[config.mk]
export PLATFORM = sky130hd
export DESIGN_NAME = buzzer_sched
export DESIGN_NICKNAME = d
export VERILOG_FILES = /design/src/rtl/buzzer_sched.sv
export SDC_FILE = /design/constraint.sdc
export NUM_CORES = 1
export LEC_CHECK = 0
export BUFFER_PORTS_ARGS = -buffer_cell sky130_fd_sc_hd__buf_2
export CAP_MARGIN = 5
export CORE_ASPECT_RATIO = 1.2
export CORE_MARGIN = 5
export CORE_UTILIZATION = 54
export CTS_CLUSTER_SIZE = 40
export DETAILED_ROUTE_END_ITERATION = 16
export PLACE_DENSITY = 0.77
export SLEW_MARGIN = 20
export SYNTH_ARGS = -nofsm -noshare
export SYNTH_HDL_FRONTEND = slang
export SYNTH_SLANG_ARGS = --single-unit
[constraint.sdc]
create_clock -name clk -period 2.8 [get_ports clk]
set_input_delay 0.56 -clock clk [delete_from_list [all_inputs] [get_ports clk]]
set_output_delay 0.56 -clock clk [all_outputs]
set_load 0.02 [all_outputs]
[src/rtl/buzzer_sched.sv]
// buzzer_sched: shares one alarm buzzer between three sensor channels.
// Requests are latched as pending. An arbiter (fixed priority or round-robin)
// grants the buzzer for ON_CYCLES cycles and then forces GAP_CYCLES silent
// cycles before the next grant. A one-cycle done pulse reports each
// completed on-time together with the channel index.
module buzzer_sched #(
   parameter int unsigned ON_CYCLES  = 31,
   parameter int unsigned GAP_CYCLES = 4
) (
   input  logic       clk,
   input  logic       rst_n,
   input  logic       ena,
   input  logic [2:0] req,
   input  logic       prio_mode,
   input  logic       clear,
   output logic       buzz,
   output logic [2:0] grant,
   output logic [2:0] pending,
   output logic       busy,
   output logic       done,
   output logic [1:0] done_id
);

   typedef enum logic [1:0] {
      IDLE = 2'd0,
      ON   = 2'd1,
      GAP  = 2'd2
   } state_t;

   localparam logic [4:0] ON_LIM  = 5'(ON_CYCLES);
   localparam logic [4:0] GAP_LIM = 5'(GAP_CYCLES);

   state_t     state_r;
   logic [4:0] cnt_r;
   logic [1:0] rr_last_r;
   logic [1:0] cur_r;
   logic [1:0] winner_s;
   logic [2:0] served_s;

   // Lowest pending index wins.
   function automatic logic [1:0] pick_fixed(input logic [2:0] p);
      logic [1:0] w;
      if (p[0]) begin
         w = 2'd0;
      end else if (p[1]) begin
         w = 2'd1;
      end else begin
         w = 2'd2;
      end
      return w;
   endfunction

   // First pending index searched cyclically, starting just after last.
   function automatic logic [1:0] pick_rr(input logic [2:0] p, input logic [1:0] last);
      logic [1:0] w;
      case (last)
         2'd0: begin
            if (p[1]) begin
               w = 2'd1;
            end else if (p[2]) begin
               w = 2'd2;
            end else begin
               w = 2'd0;
            end
         end
         2'd1: begin
            if (p[2]) begin
               w = 2'd2;
            end else if (p[0]) begin
               w = 2'd0;
            end else begin
               w = 2'd1;
            end
         end
         default: w = pick_fixed(p);
      endcase
      return w;
   endfunction

   // Arbitration: winner among pending channels and the bit it consumes.
   always_comb begin
      winner_s = 2'd0;
      served_s = 3'b000;
      if (prio_mode) begin
         winner_s = pick_rr(pending, rr_last_r);
      end else begin
         winner_s = pick_fixed(pending);
      end
      if ((state_r == IDLE) && (pending != 3'b000)) begin
         served_s = 3'b001 << winner_s;
      end else begin
         served_s = 3'b000;
      end
   end

   // busy is a pure decode of the registered state.
   always_comb begin
      busy = 1'b0;
      if (state_r != IDLE) begin
         busy = 1'b1;
      end else begin
         busy = 1'b0;
      end
   end

   // Request latching, IDLE/ON/GAP sequencing and registered outputs.
   always_ff @(posedge clk or negedge rst_n) begin
      if (!rst_n) begin
         state_r   <= IDLE;
         cnt_r     <= 5'd0;
         rr_last_r <= 2'd2;
         cur_r     <= 2'd0;
         pending   <= 3'b000;
         buzz      <= 1'b0;
         grant     <= 3'b000;
         done      <= 1'b0;
         done_id   <= 2'd0;
      end else if (ena) begin
         if (clear) begin
            // Flush: abort any grant silently; round-robin history is kept.
            state_r <= IDLE;
            cnt_r   <= 5'd0;
            pending <= 3'b000;
            buzz    <= 1'b0;
            grant   <= 3'b000;
            done    <= 1'b0;
         end else begin
            // A new request on the serving edge re-sets the bit (set wins).
            pending <= (pending & ~served_s) | req;
            done    <= 1'b0;
            case (state_r)
               IDLE: begin
                  if (pending != 3'b000) begin
                     grant     <= served_s;
                     buzz      <= 1'b1;
                     cnt_r     <= 5'd1;
                     rr_last_r <= winner_s;
                     cur_r     <= winner_s;
                     state_r   <= ON;
                  end
               end
               ON: begin
                  if (cnt_r == ON_LIM) begin
                     buzz    <= 1'b0;
                     grant   <= 3'b000;
                     done    <= 1'b1;
                     done_id <= cur_r;
                     if (GAP_LIM == 5'd0) begin
                        cnt_r   <= 5'd0;
                        state_r <= IDLE;
                     end else begin
                        cnt_r   <= 5'd1;
                        state_r <= GAP;
                     end
                  end else begin
                     cnt_r <= cnt_r + 5'd1;
                  end
               end
               GAP: begin
                  if (cnt_r == GAP_LIM) begin
                     cnt_r   <= 5'd0;
                     state_r <= IDLE;
                  end else begin
                     cnt_r <= cnt_r + 5'd1;
                  end
               end
               default: begin
                  state_r <= IDLE;
                  cnt_r   <= 5'd0;
                  buzz    <= 1'b0;
                  grant   <= 3'b000;
               end
            endcase
         end
      end
   end

endmodule
* Word-level counts from Yosys, hierarchy flattened
Cells that the tools add are included.
** Word-level totals
- Input port bits :: 8
- Output and inout port bits :: 11
- Logic and storage cells :: 66
- Register bits :: 21
** Cells by class
- $add $sub $neg :: 1
- Bitwise operators :: 4
- Reduce and logical (&&, ||, !) cells :: 10
- Equal/unequal tests :: 9
- Shift operators :: 1
- Muxes and demuxes :: 32
** Operators by type and width (count)
- two-way mux 2 bit :: 10
- two-way mux 5 bit :: 4
- AND reduction 4 bit :: 4
- two-way mux 3 bit :: 5
- one-hot mux 5 bit (3 select lines) :: 1
- one-hot mux 3 bit (3 select lines) :: 1
- two-way mux 1 bit :: 8
- != test 3 bit (second input constant) :: 2
- one-hot mux 2 bit (3 select lines) :: 1
- adder 5 x 1 -> 5 bit (second input constant) :: 1
- == test 5 x 3 -> 1 bit (second input constant) :: 1
- == test 5 bit (second input constant) :: 1
- == test 2 x 1 -> 1 bit (second input constant) :: 2
- logical NOT 2 bit :: 2
- one-hot mux 2 bit (2 select lines) :: 1
- bitwise AND 3 bit :: 1
- != test 3 x 2 -> 1 bit (second input constant) :: 1
- NOT 3 bit :: 1
- bitwise OR 3 bit :: 1
- one-hot mux 1 bit (3 select lines) :: 1
- nonzero test 3 bit :: 1
- left shift 1 x 2 -> 3 bit (first input constant) :: 1
- == test 2 bit (second input constant) :: 1
- != test 2 bit (second input constant) :: 1
- 4 further kinds :: 4

* Logic depth before layout (Yosys ltp)
Gate-level depths: netlist of run 1.
- Depth after elaboration :: 10
- Depth in mapped cells :: 8
- Mapped depth without buffers :: 8

* Worst setup path after synthesis of run 1
Ideal clock, no wire load.
- Kind :: register to register
- From :: register cnt_r[0]
- To :: register grant[0]
- Setup time :: 0.126 ns
- Path buffers :: 0
- Required time :: 2.674 ns
- Stages on the path, launching flop included :: 8
- Arrival time :: 1.907 ns
- Period minus slack after synthesis :: 2.033 ns
- Slack :: 0.767 ns
- Cells stage by stage :: dfrtp_1 ha_1 and3_1 ha_1 or3b_2 o21ai_0 nor3_1 a221o_1
** Between the ends
- Word-level cells in the longest chain between the ends :: 3
** RTL lines
- from (decl) :: line 34 : logic [4:0] cnt_r;
- from (signal assigned) :: line 156 : cnt_r <= cnt_r + 5'd1;
- from (signal assigned) :: line 164 : cnt_r <= cnt_r + 5'd1;
- == test 5 bit :: line 143 : if (cnt_r == ON_LIM) begin
- != test 3 bit (no source line)
- AND reduction 4 bit (no source line)
- to (signal assigned) :: line 134 : grant <= served_s;
- to (decl) :: line 17 : output logic [2:0] grant,
No other way between the ends.
A chain may end at the register's enable or synchronous reset.

* Worst setup path in the final report of run 1
- From :: register cnt_r[0]
- To :: register grant[2]
The elaborated chain is that of the path after synthesis.

==> results of run 1 <==
==> placed cells by master, fill, tap and decap left out, types with 2 or more instances in the layout <==
master	count
a21o_1	3
a21oi_1	4
a22o_1	4
and3_1	2
buf_2	18
clkbuf_4	3
dfrtp_1	19
ha_1	3
inv_1	9
nand2_1	11
nand3_1	2
nor2_1	9
nor2b_1	2
nor3_1	6
o21ai_0	9
==> synthesized netlist by cell type, drive strengths merged <==
cell | number | area [µm²]
a21oi | 4 | 20.0
a32o | 1 | 10.0
ha | 3 | 37.5
dfrtp | 19 | 475
or3b | 2 | 17.5
nor3 | 6 | 30.0
a21o | 3 | 22.5
a221o | 1 | 10.0
and3 | 2 | 12.5
inv | 9 | 33.8
nor2 | 9 | 33.8
nor2b | 2 | 12.5
o32ai | 1 | 8.76
nand4bb | 1 | 11.3
a31oi | 1 | 6.26
dfstp | 1 | 26.3
nor3b | 1 | 7.51
o41ai | 1 | 27.5
a2111oi | 1 | 8.76
o21ai | 10 | 50.0
nand2 | 11 | 41.3
o31ai | 1 | 7.51
nand4 | 1 | 6.26
a31o | 1 | 8.76
nand2b | 1 | 6.26
a22oi | 2 | 20.0
a22o | 5 | 45.0
mux2 | 1 | 11.3
or2b | 2 | 16.3
o21a | 1 | 7.51
or3 | 2 | 17.5
buf | 4 | 28.8
nand3 | 2 | 10.0
==> state kept, by name, summed over array words and instances (netlist names) <==
register,count
grant,3
cur_r,1
rr_last_r,2
buzz,1
done_id,2
done,1
state_r,2
cnt_r,5
pending,3
==> per-stage QoR <==
step           setup WS [ps]  power, mW  hold slack, ps  area (µm²)
2_1_floorplan            767      0.611             264        1090
3_3_place_gp             696      0.688             462        1180
3_5_place_dp             634      0.701             464        1180
4_1_cts                  586      0.870             189        1220
5_1_grt                  467      0.925             205        1220
6_report                 570      0.862             180        1220
==> final timing paths <==
| kind | slack [ps] | end | startpoint | depth (start not counted) |
|---|---|---|---|---|
| max reg2reg | 570 | grant[2] | cnt_r[0] | 8 |
| min | 180 | cnt_r[3] | rst_n | 1 |
| min reg2reg | 490 | done_id[0] | done_id[0] | 2 |
| max | 570 | grant[2] | cnt_r[0] | 8 |
| min in group clk | 480 | pending[2] | req[2] | 2 |
| max in group asynchronous | 2290 | rr_last_r[1] | rst_n | 1 |
==> power breakdown <==
| group | total, mW | switching, mW | internal, mW | leakage [nW] |
|---|---|---|---|---|
| Sequential | 0.403 | 0.0538 | 0.349 | 0.260 |
| Combinational | 0.291 | 0.173 | 0.118 | 0.342 |
| Clock | 0.168 | 0.0885 | 0.0793 | 0.0210 |
==> cell families after synthesis <==
group | count (synthesis)
flip-flops | 20
AND/OR/NAND/NOR | 42
AO/OA/AOI/OAI | 33
multiplexers | 1
buffers and inverters | 13
adder cells (fa/ha/maj) | 3
==> final cells by class <==
type	count	share of cell area, %
tap	19	1.95
clock buffer	4	2.98
inverter	9	2.77
timing repair buffer	19	8.02
multi-input combinational	79	43.1
sequential	20	41.2
==> routing by layer <==
| metal | track usage (%) | share of wire [%] | vias to the layer above |
|---|---|---|---|
| met4 | 5.11 | 1.3 | 0 |
| met3 | 4.28 | 4.4 | 4 |
| met1 | 20.0 | 43 | 422 |
| met5 | 0 | 0 | - |
| li1 | - | - | 442 |
| met2 | 29.1 | 51 | 20 |
==> results.sh, run 1 <==
export IMPL_status="complete, no violations"
export IMPL_fin_skew_ps=1.54
export IMPL_max_slew_margin_pct=58.6
export IMPL_rsz0062_at_grt="false"
export IMPL_grt_pass1_vias=906
export IMPL_drt_first_pass_iters=4
export IMPL_fin_nets=143
export IMPL_vias=888
export IMPL_dp_cells=146
export IMPL_layout_drive_gt1_share_pct=23.7
export IMPL_htreeDepth=1
export IMPL_postSynthCellCount=112
export IMPL_synth_cell_types=41
export IMPL_ir_drop_v=0.000514
export IMPL_critPathBufInv=0
export IMPL_first_iter_violations=28
export IMPL_fmax_mhz=448
export IMPL_slowest_stage="or3b_2"
export IMPL_arrival_ps=2470
export IMPL_worst_slew_pin_transition_ps=619
export IMPL_grt_pass1_wl_mm=3.95
export IMPL_p_per_area_nw_per_um2=708
export IMPL_core_area_um2=1870
export IMPL_setup_viol=0
export IMPL_dp_hpwl_mm=1.66
export IMPL_tns_ps=0
export IMPL_synth_seq_cells=20
export IMPL_fp_dieH_um=59.2
export IMPL_diodes=0
export IMPL_clock_sinks=20
export IMPL_min_period_ps=2230
export IMPL_power_leakage_nw=0.624
export IMPL_worstPathRequired_ps=3040
export IMPL_post_cts_setup_buffers=0
export IMPL_synth_xor_area_share_pct=0
export IMPL_drc=0
export IMPL_initial_utilization_pct=58.2
export IMPL_muxShareOfSynthArea_pct=1.03
export IMPL_synth_area_um2=1090
export IMPL_fp_dieW_um=51.0
export IMPL_drv_cap=0
export IMPL_synth_top_family_by_area="compound AO/OA/AOI/OAI gates"
export IMPL_grt_max_degree=21
export IMPL_end_kind="register"
export IMPL_clk_pin_slew_worst_paths_ps=110
export IMPL_stdcell_count=150
export IMPL_hold_buffers=0
export IMPL_io_pins=19
export IMPL_path_cells="ha_1 -> and3_1 -> ha_1 -> or3b_2 -> o21ai_0 -> nor2_1 -> o21ai_1 -> a22o_1"
export IMPL_crit_fanout=5
export IMPL_synthSimpleGateAreaFrac_pct=20.5
export IMPL_fin_crit_sh_pct=79.7
export IMPL_critical_path_top_delay_family="simple AND/OR/NAND/NOR gates"
export IMPL_clk_latency_ps=300
export IMPL_fillers=166
export IMPL_wl_per_cell_um=14.5
export IMPL_ys_seq_area_share_pct=46.1
export IMPL_dieArea_um2=3020
export IMPL_ant_nets=0
export IMPL_multiInputGateArea_um2=524
export IMPL_clk_path_buf_depth=2
export IMPL_wl_mm=2.18
export IMPL_yosys_warnings=0
export IMPL_rows=17
export IMPL_seq_area_um2=502
export IMPL_hold_viol=0
export IMPL_crit_top_cell="ha_1"
export IMPL_vias_per_cell=5.92
export IMPL_grtUsageTotal_pct=16.7
export IMPL_grt_overflow=0
export IMPL_cts_root_buf="clkbuf_4"
export IMPL_gp_congestion=0.875
export IMPL_cts_tree="built"
export IMPL_slew_viol_final=0
export IMPL_synth_fa_ha_area_share_pct=3.45
export IMPL_startpoint_type="register"
export IMPL_path_class="register to register"
export IMPL_cts_made_buffers=3
export IMPL_cts_resized=0
export IMPL_post_route_util_pct=65.0
export IMPL_port_buffers=18
export IMPL_antenna_found_initial=0
export IMPL_worstHoldPathType="primary input to asynchronous set/reset pin"
export IMPL_critical_path_max_stage_delay_ps=460
export IMPL_synth_nets=123
export IMPL_synth_compound_area_share_pct=23.2
export IMPL_syn_to_final_growth_pct=11.8
export IMPL_syn_area_per_cell_um2=9.72
Power figures use the tool's default switching activity.
==> inputs of run 2 (changes only) <==
==> constraint.sdc (replaced) <==
create_clock -name clk -period 2.3 [get_ports clk]
set_input_delay 0.46 -clock clk [delete_from_list [all_inputs] [get_ports clk]]
set_output_delay 0.46 -clock clk [all_outputs]
set_load 0.02 [all_outputs]
==> run 2 against run 1 <==
  * Final area up 0.92%
  * Cell count grew 0.67%
  * Critical endpoint is now grant[0]
  * Largest cell class unchanged
  * Setup slack got worse by 450 ps
  * Wire length down 1.9%
  * Sequential power grew 21%
  * Total power up 22%
  * Non-clock buffer count is 1 higher
  * Global-route usage down 0.28 points
  * Via count shrank 1.5%
  * Sequential cell count unchanged
==> results.sh, run 2 (synthesis gave the netlist of run 1 again) <==
export IMPL_status="complete, no violations"
export IMPL_first_iter_violations=17
export IMPL_ir_drop_v=0.000614
export IMPL_layout_drive_gt1_share_pct=25.0
export IMPL_hold_viol=0
export IMPL_dieArea_um2=3020
export IMPL_fp_dieH_um=59.2
export IMPL_cts_root_buf="clkbuf_4"
export IMPL_final_cell_mix="dfrtp_1 (19), buf_2 (18), nand2_1 (11)"
export IMPL_fp_dieW_um=51.0
export IMPL_htreeDepth=1
export IMPL_fin_crit_sh_pct=95.0
export IMPL_initial_utilization_pct=58.2
export IMPL_reg_top3="cnt_r: 5 flops, grant: 3 flops, pending: 3 flops"
export IMPL_grt_max_degree=21
export IMPL_stdcell_count=151
export IMPL_min_period_ps=2180
export IMPL_syn_to_final_growth_pct=12.9
export IMPL_wl_mm=2.14
export IMPL_worstHoldPathType="primary input to asynchronous set/reset pin"
export IMPL_max_slew_margin_pct=71.1
export IMPL_ant_nets=0
export IMPL_dp_slack_ps=144
export IMPL_core_area_um2=1870
export IMPL_grt_pass1_vias=842
export IMPL_gp_congestion=0.850
export IMPL_wl_per_cell_um=14.2
export IMPL_dp_cells=147
export IMPL_dp_hpwl_mm=1.60
export IMPL_port_buffers=18
export IMPL_r2r_start="cnt_r[0]"
export IMPL_design_area_um2=1230
export IMPL_drc=0
export IMPL_vias=875
export IMPL_clk_pin_slew_worst_paths_ps=110
export IMPL_dpl_cell_area_um2=1190
export IMPL_grt_pass1_wl_mm=3.84
export IMPL_r2r_cells=7
export IMPL_clk_path_buf_depth=2
export IMPL_rows=17
export IMPL_tns_ps=0
export IMPL_io_pins=19
export IMPL_setup_viol=0
export IMPL_postLayoutSetupSlackWorst_ps=116
export IMPL_slew_viol_final=0
export IMPL_diodes=0
export IMPL_worst_slew_pin_transition_ps=433
export IMPL_rsz0062_at_grt="false"
export IMPL_crit_fanout=5
export IMPL_startpoint="cnt_r[0]"
export IMPL_hold_worst_slack_ps=71.0
export IMPL_drv_cap=0
export IMPL_cts_resized=0
export IMPL_p_per_area_nw_per_um2=858
export IMPL_drt_first_pass_iters=4
export IMPL_clk_latency_ps=310
export IMPL_grtUsageTotal_pct=16.4
export IMPL_arrival_ps=2390
export IMPL_path_class="register to register"
export IMPL_fmax_mhz=458
export IMPL_worstPathRequired_ps=2510
export IMPL_post_cts_setup_buffers=0
export IMPL_grt_overflow=0
export IMPL_largest_reg_flops=5
export IMPL_power_leakage_nw=0.630
export IMPL_rrSetupSlack_ps=120
export IMPL_fin_nets=144
export IMPL_startpoint_type="register"
export IMPL_clock_sinks=20
export IMPL_cts_made_buffers=3
export IMPL_antenna_found_initial=0
export IMPL_fillers=163
export IMPL_end_kind="register"
export IMPL_largest_register="cnt_r"
export IMPL_cts_tree="built"
export IMPL_fin_skew_ps=1.77
export IMPL_mostFrequentLayoutCell="dfrtp_1"
export IMPL_hold_buffers=0
export IMPL_r2r_end="grant[0]"
export IMPL_vias_per_cell=5.79
-- run 2: cell types whose count changed in the layout (fill, tap and decap cells not counted), sizes merged --
cell,before,now
buf,19,20
-- run 2: worst max path at each step --
stage                     to  slack (ps)  cells past startpoint
global placement    grant[0]         200                      7
floorplan           grant[0]         270                      7
global route        grant[0]          10                      7
CTS                 grant[1]         100                      8
finish              grant[0]         120                      7
detailed placement  grant[1]         140                      8
-- run 2: layout make-up --
cell class | instances | area, µm² | share of cell area (%)
well taps | 19 | 23.8 | 1.93
clock buffers | 4 | 36.3 | 2.95
inverters | 9 | 33.8 | 2.75
flip-flops and latches | 20 | 502 | 40.8
multi-input cells | 79 | 528 | 43.0
repair buffers | 20 | 105 | 8.55
-- run 2: critical path, cell delays in order (launching register included) --
cell and delay [ps]:
dfrtp_1 440, ha_1 240, and3_1 190, ha_1 210
or3b_2 460, o21ai_0 160, nor3_1 80, a221o_1 320
-- run 2: metal layers --
layer / global-route usage, % / vias to the layer above / share of wire, %
li1: - / 444 / -
met1: 21.2 / 410 / 45
met2: 26.4 / 17 / 49
met3: 3.78 / 4 / 4.4
met4: 6.57 / 0 / 1.3
met5: 0 / - / 0
-- run 2: stage by stage --
step	total power [mW]	utilization (%)
2_1_floorplan	0.744	-
3_3_place_gp	0.841	63.5
3_5_place_dp	0.851	63.5
4_1_cts	1.06	65.4
5_1_grt	1.14	65.6
6_report	1.05	65.6
-- run 2: power breakdown --
part / switching (mW) / internal (mW)
clock: 0.113 / 0.0968
combinational: 0.210 / 0.145
sequential: 0.0639 / 0.425
==> inputs of run 3 (changes only) <==
==> constraint.sdc (replaced) <==
create_clock -name clk -period 2.4 [get_ports clk]
set_input_delay 0.48 -clock clk [delete_from_list [all_inputs] [get_ports clk]]
set_output_delay 0.48 -clock clk [all_outputs]
set_load 0.02 [all_outputs]
==> run 3 against run 2 <==
  * Sequential share of layout area increased by 0.38 points
  * Combinational power decreased by 5%
  * Clock skew increased by 0.50 ps
  * First-iteration DRC count increased by 12%
  * Wire length decreased by 1.3%
  * Clock power decreased by 5%
  * Worst hold slack improved by 21 ps
  * Via count unchanged
  * Largest cell class unchanged
  * Highest routed layer unchanged
==> results.sh, run 3 (synthesis gave the netlist of run 1 again) <==
export IMPL_gp_congestion=0.876
export IMPL_status="complete, no violations"
export IMPL_fin_crit_sh_pct=91.2
export IMPL_cts_tree="built"
export IMPL_core_area_um2=1870
export IMPL_final_cell_mix="dfrtp_1 (19), buf_2 (18), nand2_1 (11)"
export IMPL_path_class="register to register"
export IMPL_postLayoutSetupSlackWorst_ps=212
export IMPL_post_route_util_pct=65.0
export IMPL_fp_dieH_um=59.2
export IMPL_cts_resized=0
export IMPL_drc=0
export IMPL_end_kind="register"
export IMPL_cts_made_buffers=3
export IMPL_initial_utilization_pct=58.2
export IMPL_mostFrequentLayoutCell="dfrtp_1"
export IMPL_clock_sinks=20
export IMPL_p_per_area_nw_per_um2=824
export IMPL_hold_worst_slack_ps=92.2
export IMPL_port_buffers=18
export IMPL_rsz0062_at_grt="false"
export IMPL_cts_root_buf="clkbuf_4"
export IMPL_vias=875
export IMPL_design_area_um2=1220
export IMPL_startpoint_type="register"
export IMPL_crit_fanout=5
export IMPL_vias_per_cell=5.83
export IMPL_dp_hpwl_mm=1.57
export IMPL_slew_viol_final=0
export IMPL_layout_drive_gt1_share_pct=23.7
export IMPL_grt_max_degree=21
export IMPL_worstHoldPathType="primary input to asynchronous set/reset pin"
export IMPL_worstPathRequired_ps=2650
export IMPL_grt_pass1_wl_mm=3.68
export IMPL_grtUsageTotal_pct=15.6
export IMPL_power_leakage_nw=0.624
export IMPL_ant_nets=0
export IMPL_io_pins=19
export IMPL_max_slew_margin_pct=57.5
export IMPL_wl_per_cell_um=14.1
export IMPL_drt_first_pass_iters=6
export IMPL_antenna_found_initial=0
export IMPL_startpoint="cnt_r[0]"
export IMPL_dp_slack_ps=246
export IMPL_clk_path_buf_depth=2
export IMPL_syn_to_final_growth_pct=11.8
export IMPL_clk_latency_ps=300
export IMPL_wl_mm=2.11
export IMPL_largest_reg_flops=5
export IMPL_r2r_start="cnt_r[0]"
export IMPL_drv_cap=0
export IMPL_fin_skew_ps=2.27
export IMPL_diodes=0
export IMPL_grt_overflow=0
export IMPL_grt_pass1_vias=828
export IMPL_first_iter_violations=19
export IMPL_min_period_ps=2190
export IMPL_setup_viol=0
export IMPL_dpl_cell_area_um2=1180
export IMPL_ir_drop_v=0.000530
export IMPL_arrival_ps=2440
export IMPL_clk_pin_slew_worst_paths_ps=110
export IMPL_rows=17
export IMPL_fp_dieW_um=51.0
export IMPL_hold_buffers=0
export IMPL_largest_register="cnt_r"
export IMPL_tns_ps=0
export IMPL_worst_slew_pin_transition_ps=635
export IMPL_htreeDepth=1
export IMPL_hold_viol=0
export IMPL_fin_nets=143
export IMPL_fmax_mhz=457
export IMPL_post_cts_setup_buffers=0
export IMPL_reg_top3="cnt_r: 5 flops, grant: 3 flops, pending: 3 flops"
export IMPL_r2r_cells=8
export IMPL_dieArea_um2=3020
run 3: cell types whose count changed in the layout (fill, tap and decap cells not counted), sizes merged:
cell | previous run | this run
buf | 20 | 19
run 3: layout make-up:
cell class	instances	area, µm²
Timing Repair Buffer	19	97.6
Sequential cell	20	502
Inverter	9	33.8
Tap cell	19	23.8
Multi-Input combinational cell	79	524
Fill cell	161	654
Clock buffer	4	36.3
run 3: final timing paths:
kind,to,slack (ps)
max,grant[1],210
min,cnt_r[3],90
max reg2reg,grant[1],210
min reg2reg,buzz,490
max in group asynchronous,rr_last_r[1],1980
min in group clk,pending[2],390
run 3: routing by layer:
layer	vias up	wire length, µm	global-route usage [%]
li1	442	-	-
met3	4	97	4.03
met1	410	1000	20.2
met4	0	40	6.93
met5	-	0	0
met2	19	974	24.5
run 3: power by group:
| group | internal [mW] | switching [mW] |
|---|---|---|
| clock | 0.0926 | 0.106 |
| combinational | 0.137 | 0.200 |
| sequential | 0.407 | 0.0602 |
| total | 0.637 | 0.366 |
run 3: critical path: stages, from the launching register on:
cell and delay (ps):
dfrtp_1 440, ha_1 230, and3_1 190, ha_1 210
or3b_2 460, o21ai_0 150, nor2_1 70, o21ai_1 230
a22o_2 170
run 3: metrics by stage:
stage	cells	power (mW)
final	150	1.00
after global routing	150	1.08
after floorplan	112	0.713
after detailed placement	146	0.813
after CTS	150	1.01
after global placement	146	0.803
